--- src/rtl/pipelined_instr_decoder_if.sv ---
// Fetch/execute-facing handshake and decoded-bundle signals of the decode stage.
interface pipelined_instr_decoder_if #(
  parameter int unsigned XLEN = 32
);
  logic            flush;
  logic            in_valid;
  logic            in_ready;
  logic [31:0]     instr;
  logic [XLEN-1:0] pc;
  logic            out_valid;
  logic            out_ready;
  logic [XLEN-1:0] out_pc;
  logic [XLEN-1:0] out_imm;
  logic [2:0]      out_imm_src;
  logic [2:0]      out_branch_sel;
  logic            out_load_or_store;
  logic            out_oldpc_control;
  logic [4:0]      out_rd;
  logic [4:0]      out_rs1;
  logic [4:0]      out_rs2;
  logic            out_illegal;
  logic            stall;

  modport master (
    output flush, in_valid, instr, pc, out_ready,
    input  in_ready, out_valid, out_pc, out_imm, out_imm_src, out_branch_sel,
           out_load_or_store, out_oldpc_control, out_rd, out_rs1, out_rs2,
           out_illegal, stall
  );

  modport slave (
    input  flush, in_valid, instr, pc, out_ready,
    output in_ready, out_valid, out_pc, out_imm, out_imm_src, out_branch_sel,
           out_load_or_store, out_oldpc_control, out_rd, out_rs1, out_rs2,
           out_illegal, stall
  );
endinterface

--- src/rtl/pipelined_instr_decoder.sv ---
// RV32I/RV64I decode stage: one-entry registered output, flush, illegal flagging
// and a single-bubble load-use interlock.
module pipelined_instr_decoder #(
  parameter int unsigned XLEN           = 32,
  parameter bit          LOAD_USE_CHECK = 1'b1
) (
  input logic                clk,
  input logic                reset,
  pipelined_instr_decoder_if.slave bus
);
  localparam int unsigned SHW = (XLEN == 64) ? 6 : 5;

  localparam logic [6:0] OP_LOAD   = 7'b0000011;
  localparam logic [6:0] OP_IMM    = 7'b0010011;
  localparam logic [6:0] OP_JALR   = 7'b1100111;
  localparam logic [6:0] OP_JAL    = 7'b1101111;
  localparam logic [6:0] OP_BRANCH = 7'b1100011;
  localparam logic [6:0] OP_STORE  = 7'b0100011;
  localparam logic [6:0] OP_LUI    = 7'b0110111;
  localparam logic [6:0] OP_AUIPC  = 7'b0010111;
  localparam logic [6:0] OP_OP     = 7'b0110011;

  localparam logic [2:0] IMM_I  = 3'b000;
  localparam logic [2:0] IMM_B  = 3'b001;
  localparam logic [2:0] IMM_S  = 3'b010;
  localparam logic [2:0] IMM_SH = 3'b011;
  localparam logic [2:0] IMM_U  = 3'b100;
  localparam logic [2:0] IMM_J  = 3'b101;

  logic [6:0]      opcode;
  logic [2:0]      funct3;
  logic [XLEN-1:0] imm_i, imm_s, imm_b, imm_u, imm_j, imm_sh;
  logic [2:0]      d_imm_src, d_branch_sel;
  logic            d_ls, d_oldpc, d_ill;
  logic [XLEN-1:0] d_imm;
  logic            use_rd, use_rs1, use_rs2;
  logic [4:0]      d_rd, d_rs1, d_rs2;
  logic            shadow_valid;
  logic [4:0]      shadow_rd;
  logic            stall_c, ready_c, fire_c, consume_c, out_is_load_c;

  assign opcode = bus.instr[6:0];
  assign funct3 = bus.instr[14:12];

  assign imm_i  = XLEN'($signed(bus.instr[31:20]));
  assign imm_s  = XLEN'($signed({bus.instr[31:25], bus.instr[11:7]}));
  assign imm_b  = XLEN'($signed({bus.instr[31], bus.instr[7], bus.instr[30:25],
                                 bus.instr[11:8], 1'b0}));
  assign imm_u  = XLEN'($signed({bus.instr[31:12], 12'h000}));
  assign imm_j  = XLEN'($signed({bus.instr[31], bus.instr[19:12], bus.instr[20],
                                 bus.instr[30:21], 1'b0}));
  assign imm_sh = XLEN'(bus.instr[19+SHW:20]);

  // Combinational decode of the presented instruction.
  always_comb begin
    d_imm_src    = IMM_I;
    d_branch_sel = 3'b000;
    d_ls         = 1'b0;
    d_oldpc      = 1'b0;
    d_ill        = 1'b0;
    d_imm        = '0;
    use_rd       = 1'b0;
    use_rs1      = 1'b0;
    use_rs2      = 1'b0;
    case (opcode)
      OP_LOAD: begin
        d_ls = 1'b1; d_imm = imm_i; use_rd = 1'b1; use_rs1 = 1'b1;
      end
      OP_IMM: begin
        use_rd = 1'b1; use_rs1 = 1'b1;
        if (funct3 == 3'b001 || funct3 == 3'b101) begin
          d_imm_src = IMM_SH; d_imm = imm_sh;
        end else begin
          d_imm = imm_i;
        end
      end
      OP_JALR: begin
        d_oldpc = 1'b1; d_imm = imm_i; use_rd = 1'b1; use_rs1 = 1'b1;
      end
      OP_JAL: begin
        d_imm_src = IMM_J; d_imm = imm_j; use_rd = 1'b1;
      end
      OP_BRANCH: begin
        case (funct3)
          3'b000:  d_branch_sel = 3'b000;
          3'b001:  d_branch_sel = 3'b001;
          3'b100:  d_branch_sel = 3'b010;
          3'b101:  d_branch_sel = 3'b011;
          3'b110:  d_branch_sel = 3'b100;
          3'b111:  d_branch_sel = 3'b101;
          default: d_ill = 1'b1;
        endcase
        if (!d_ill) begin
          d_imm_src = IMM_B; d_imm = imm_b; use_rs1 = 1'b1; use_rs2 = 1'b1;
        end
      end
      OP_STORE: begin
        d_imm_src = IMM_S; d_ls = 1'b1; d_imm = imm_s; use_rs1 = 1'b1; use_rs2 = 1'b1;
      end
      OP_LUI, OP_AUIPC: begin
        d_imm_src = IMM_U; d_imm = imm_u; use_rd = 1'b1;
      end
      OP_OP: begin
        use_rd = 1'b1; use_rs1 = 1'b1; use_rs2 = 1'b1;
      end
      default: d_ill = 1'b1;
    endcase
    d_rd  = use_rd  ? bus.instr[11:7]  : 5'd0;
    d_rs1 = use_rs1 ? bus.instr[19:15] : 5'd0;
    d_rs2 = use_rs2 ? bus.instr[24:20] : 5'd0;
  end

  // Unused source fields read as 0 and shadow_rd is never 0, so they cannot match.
  assign stall_c = LOAD_USE_CHECK && shadow_valid && bus.in_valid && !bus.flush &&
                   ((d_rs1 == shadow_rd) || (d_rs2 == shadow_rd));
  assign ready_c       = bus.flush || ((!bus.out_valid || bus.out_ready) && !stall_c);
  assign fire_c        = bus.in_valid && ready_c;
  assign consume_c     = bus.out_valid && bus.out_ready;
  assign out_is_load_c = bus.out_load_or_store && (bus.out_imm_src == IMM_I);

  assign bus.in_ready = ready_c;
  assign bus.stall    = stall_c;

  // Output register and one-cycle load shadow.
  always_ff @(posedge clk or posedge reset) begin
    if (reset) begin
      bus.out_valid         <= 1'b0;
      bus.out_pc            <= '0;
      bus.out_imm           <= '0;
      bus.out_imm_src       <= 3'b000;
      bus.out_branch_sel    <= 3'b000;
      bus.out_load_or_store <= 1'b0;
      bus.out_oldpc_control <= 1'b0;
      bus.out_rd            <= 5'd0;
      bus.out_rs1           <= 5'd0;
      bus.out_rs2           <= 5'd0;
      bus.out_illegal       <= 1'b0;
      shadow_valid          <= 1'b0;
      shadow_rd             <= 5'd0;
    end else if (bus.flush) begin
      bus.out_valid <= 1'b0;
      shadow_valid  <= 1'b0;
    end else begin
      shadow_valid <= consume_c && out_is_load_c && (bus.out_rd != 5'd0);
      if (consume_c) shadow_rd <= bus.out_rd;
      if (fire_c) begin
        bus.out_valid         <= 1'b1;
        bus.out_pc            <= bus.pc;
        bus.out_imm           <= d_imm;
        bus.out_imm_src       <= d_imm_src;
        bus.out_branch_sel    <= d_branch_sel;
        bus.out_load_or_store <= d_ls;
        bus.out_oldpc_control <= d_oldpc;
        bus.out_rd            <= d_rd;
        bus.out_rs1           <= d_rs1;
        bus.out_rs2           <= d_rs2;
        bus.out_illegal       <= d_ill;
      end else if (consume_c) begin
        bus.out_valid <= 1'b0;
      end
    end
  end
endmodule

--- src/flat_wrapper.sv ---
// flat-port wrapper written by rule: the top's interface ports become plain ports
module pipelined_instr_decoder_flat 
#(
  parameter int unsigned XLEN           = 32,
  parameter bit          LOAD_USE_CHECK = 1'b1
)
  (clk, reset, bus_flush, bus_in_valid, bus_instr, bus_pc, bus_out_ready, bus_in_ready, bus_out_valid, bus_out_pc, bus_out_imm, bus_out_imm_src, bus_out_branch_sel, bus_out_load_or_store, bus_out_oldpc_control, bus_out_rd, bus_out_rs1, bus_out_rs2, bus_out_illegal, bus_stall);
  pipelined_instr_decoder_if #(.XLEN(XLEN)) bus_i ();
  input logic clk;
  input logic reset;
  input wire logic [$bits(bus_i.flush)-1:0] bus_flush;
  input wire logic [$bits(bus_i.in_valid)-1:0] bus_in_valid;
  input wire logic [$bits(bus_i.instr)-1:0] bus_instr;
  input wire logic [$bits(bus_i.pc)-1:0] bus_pc;
  input wire logic [$bits(bus_i.out_ready)-1:0] bus_out_ready;
  output wire logic [$bits(bus_i.in_ready)-1:0] bus_in_ready;
  output wire logic [$bits(bus_i.out_valid)-1:0] bus_out_valid;
  output wire logic [$bits(bus_i.out_pc)-1:0] bus_out_pc;
  output wire logic [$bits(bus_i.out_imm)-1:0] bus_out_imm;
  output wire logic [$bits(bus_i.out_imm_src)-1:0] bus_out_imm_src;
  output wire logic [$bits(bus_i.out_branch_sel)-1:0] bus_out_branch_sel;
  output wire logic [$bits(bus_i.out_load_or_store)-1:0] bus_out_load_or_store;
  output wire logic [$bits(bus_i.out_oldpc_control)-1:0] bus_out_oldpc_control;
  output wire logic [$bits(bus_i.out_rd)-1:0] bus_out_rd;
  output wire logic [$bits(bus_i.out_rs1)-1:0] bus_out_rs1;
  output wire logic [$bits(bus_i.out_rs2)-1:0] bus_out_rs2;
  output wire logic [$bits(bus_i.out_illegal)-1:0] bus_out_illegal;
  output wire logic [$bits(bus_i.stall)-1:0] bus_stall;
  assign bus_i.flush = bus_flush;
  assign bus_i.in_valid = bus_in_valid;
  assign bus_i.instr = bus_instr;
  assign bus_i.pc = bus_pc;
  assign bus_i.out_ready = bus_out_ready;
  assign bus_in_ready = bus_i.in_ready;
  assign bus_out_valid = bus_i.out_valid;
  assign bus_out_pc = bus_i.out_pc;
  assign bus_out_imm = bus_i.out_imm;
  assign bus_out_imm_src = bus_i.out_imm_src;
  assign bus_out_branch_sel = bus_i.out_branch_sel;
  assign bus_out_load_or_store = bus_i.out_load_or_store;
  assign bus_out_oldpc_control = bus_i.out_oldpc_control;
  assign bus_out_rd = bus_i.out_rd;
  assign bus_out_rs1 = bus_i.out_rs1;
  assign bus_out_rs2 = bus_i.out_rs2;
  assign bus_out_illegal = bus_i.out_illegal;
  assign bus_stall = bus_i.stall;
  pipelined_instr_decoder #(.XLEN(XLEN), .LOAD_USE_CHECK(LOAD_USE_CHECK)) u_core (.clk(clk), .reset(reset), .bus(bus_i));
endmodule
--- config.mk ---
export PLATFORM = sky130hd
export DESIGN_NAME = pipelined_instr_decoder_flat
export DESIGN_NICKNAME = d
export VERILOG_FILES = /design/src/rtl/pipelined_instr_decoder_if.sv /design/src/rtl/pipelined_instr_decoder.sv /design/src/flat_wrapper.sv
export SDC_FILE = /design/constraint.sdc
export NUM_CORES = 1
export LEC_CHECK = 0
export BUFFER_PORTS_ARGS = -buffer_cell sky130_fd_sc_hd__buf_2
export CORE_MARGIN = 2
export CORE_UTILIZATION = 50
export DETAILED_ROUTE_END_ITERATION = 8
export PLACE_DENSITY = 0.84
export REMOVE_ABC_BUFFERS = 1
export SKIP_LAST_GASP = 1
export SLEW_MARGIN = 25
export SYNTH_ARGS = -nofsm -noshare
export SYNTH_HDL_FRONTEND = slang
export SYNTH_SLANG_ARGS = --single-unit
--- constraint.sdc ---
create_clock -name clk -period 3.5 [get_ports clk]
set_input_delay 0 -clock clk [delete_from_list [all_inputs] [get_ports clk]]
set_output_delay 0 -clock clk [all_outputs]
set_load 0.005 [all_outputs]
==> impl_metrics.csv <==
group,metric,value,unit
global_routing,grt_pass1_vias,4090,
timing,min_period,2.77,ns
power,ir_drop,0.000249,V
global_routing,grt_overflow,0,
power,p_per_area,401,nW/um2
synthesis,synth_warnings,0,
placement,numPortBuffers,159,
clock_network,clk_pin_slew,0.09,ns
timing,rsz0062_at_grt,"no",
placement,dp_cells,653,
global_routing,track_usage,25.3,%
setup_path,path_cells,"dlygate4sd3_1 > buf_2 > nor2b_2 > o21a_1 > nor3_1 > o221ai_1 > o211ai_4 > buf_12 > mux2_2",
timing,setup_ws,0.731,ns
timing,setup-tns-final,0,ns
global_routing,grt_pass1_wl,19700,um
timing,relSlewSlack,33.8,%
floorplan,die_width,98.6,um
clock_network,cts_tree,"yes",
setup_path,cp-end-kind,"flip-flop",
placement,placed_cell_area,5380,um2
clock_network,clk_latency,0.36,ns
floorplan,die_h,98.6,um
synthesis,netlist_instances,397,
synthesis,ys_seq_area_share,53.1,%
timing,drv_slew,0,
synthesis,synth_async_sr_flop_share,100,%
setup_path,crit_type,"input port to flip-flop",
routing,first_pass_iters,5,
floorplan,io-pin-count,160,
synthesis,synth_edf_count,0,
clock_network,root_buffer,"clkbuf_8",
placement,hpwl,7970,um
synthesis,synth.distinct_cells,51,
floorplan,core,8720,um2
layout,nFillCells,645,
setup_path,cpPeakStageDelay,0.59,ns
power,p_leak,0.00321,uW
clock_network,cts.repair.resized,0,
placement,place_congestion,0.960,
clock_network,holdBufCountCts,59,
placement,post-place-ws,0.929,ns
routing,viasPerCell,5.33,
setup_path,critPathRequiredTime,3.75,ns
worst_hold_path,hp-class,"input port to flip-flop",
layout,mostFrequentLayoutCell,"buf_2",
timing,fin_crit_sh,79.1,%
layout,diodes,0,
clock_network,clk_path_buf_depth,2,
timing,fmaxAchievable,361,MHz
run_status,status,"finished, final reports clean",
global_routing,grt_max_degree,67,
clock_network,cts_max_level,3,
synthesis,synth_flop_cell,"dfrtp_1",
floorplan,rows,34,
routing,drc,0,
routing,route.vias.total,3880,
timing,clock_skew,0.00750,ns
clock_network,post_cts_buffers,0,
synthesis,ys_seq_elements,95,
global_routing,antenna_found_initial,0,
clock_network,numCtsBuffers,9,
routing,dr.first_iter.drc_count,194,
floorplan,design.die.area,9730,um2
layout,final_area,6190,um2
clock_network,clock-sinks,95,
synthesis,avgSynthCellArea,11.3,um2
routing,wl_per_cell,16.4,um
setup_path,cp_slowest_cell,"o211ai_4",
routing,wl,11900,um
setup_path,cp-start-kind,"input port",
layout,area_growth,38.2,%
timing,hold_viol,0,
layout,fin_cells,728,
layout,nNetsFinal,684,
layout,final_cell_mix,"buf_2 (159), dfrtp_1 (95), dlygate4sd3_1 (59)",
timing,tightest_slew,0.993,ns
timing,finalSetupViolations,0,
synthesis,syn_area,4480,um2
flow_run,drv_cap,0,
timing,whs,0.0269,ns
setup_path,worstPathMaxFanout,40,
routing,ant_nets,0,
setup_path,critPathArrivalTime,3.02,ns
floorplan,initial_utilization,51.3,%
layout,drive_gt1_share,36.1,%
[power breakdown]
part           leakage, uW  total, uW  switching (uW)  internal, uW
Combinational      0.00186        437             204           233
Clock             0.000103        806             399           407
Sequential         0.00124       1240            49.1          1190
[metrics by stage]
step	util, %	power (uW)
after floorplan	-	1460
after global placement	61.6	1620
after detailed placement	61.6	1640
after CTS	70.9	2490
after global routing	70.9	2600
final	70.9	2480
[Yosys cell counts (6+ instances only)]
cell	n	area share, %
dfrtp_1	95	53
a21oi_1	23	2.6
inv_1	51	4.3
mux2_1	14	3.5
nand2_1	31	2.6
buf_4	6	1.0
mux2i_1	39	8.7
nor2_1	9	0.75
nor3_1	10	1.1
mux2_2	35	8.8
o21ai_0	12	1.3
nand3_1	6	0.67
[final timing paths]
| kind | startpoint | end | cells past startpoint | slack [ns] |
|---|---|---|---|---|
| worst max-delay path | bus_instr[13] | u_core.bus.out_pc[31] | 9 | 0.73 |
| worst min-delay path | bus_instr[20] | u_core.bus.out_imm[20] | 3 | 0.03 |
| worst max register to register | u_core.shadow_rd[1] | u_core.bus.out_pc[31] | 7 | 0.93 |
| worst min register to register | u_core.bus.out_pc[26] | u_core.bus.out_pc[26] | 1 | 0.49 |
| max in group asynchronous | reset | u_core.bus.out_rs1[4] | 4 | 2.23 |
| min in group asynchronous | reset | u_core.bus.out_pc[5] | 3 | 0.34 |
[kinds of logic (layout without fill, tap and decap cells)]
family / after synthesis / count (layout) / synth area share (%)
flip-flops: 95 / 95 / 53.1
multiplexers: 88 / 88 / 21.0
AND/OR/NAND/NOR: 80 / 80 / 9.08
buffers and inverters: 68 / 291 / 6.82
AO/OA/AOI/OAI: 65 / 65 / 9.78
XOR/XNOR: 1 / 1 / 0.196
[state kept, by name, summed over array words and instances (netlist names)]
name	flops
u_core.bus.out_valid	1
u_core.bus.out_imm	32
u_core.shadow_rd	5
u_core.bus.out_rs2	5
u_core.bus.out_branch_sel	3
u_core.bus.out_rs1	5
u_core.bus.out_illegal	1
u_core.bus.out_oldpc_control	1
u_core.bus.out_load_or_store	1
u_core.bus.out_pc	32
u_core.bus.out_imm_src	3
u_core.bus.out_rd	5
u_core.shadow_valid	1
[critical path: cells and delay by family]
kind	cells	cell delay, ns
buffers and inverters	3	1.01
AO/OA/AOI/OAI	3	1.11
AND/OR/NAND/NOR	2	0.49
multiplexers	1	0.38
[metal layers]
metal | wire, um | global-route usage, % | vias to the layer above | share of wire (%)
li1 | - | - | 1809 | -
met2 | 6020 | 44.1 | 178 | 51
met3 | 856 | 5.39 | 28 | 7.2
met4 | 261 | 8.22 | 0 | 2.2
met1 | 4780 | 31.7 | 1865 | 40
met5 | 0 | 0 | - | 0
[cell type report]
cell class	instances	area, um2	share of cell area [%]
sequential	95	2380	38.4
multi-input combinational	234	1800	29.2
timing repair buffer	224	1460	23.5
inverter	51	194	3.13
tap	108	135	2.18
clock buffer	10	128	2.06
clock inverter	6	92.6	1.50
(Power assumes the default switching activity.)
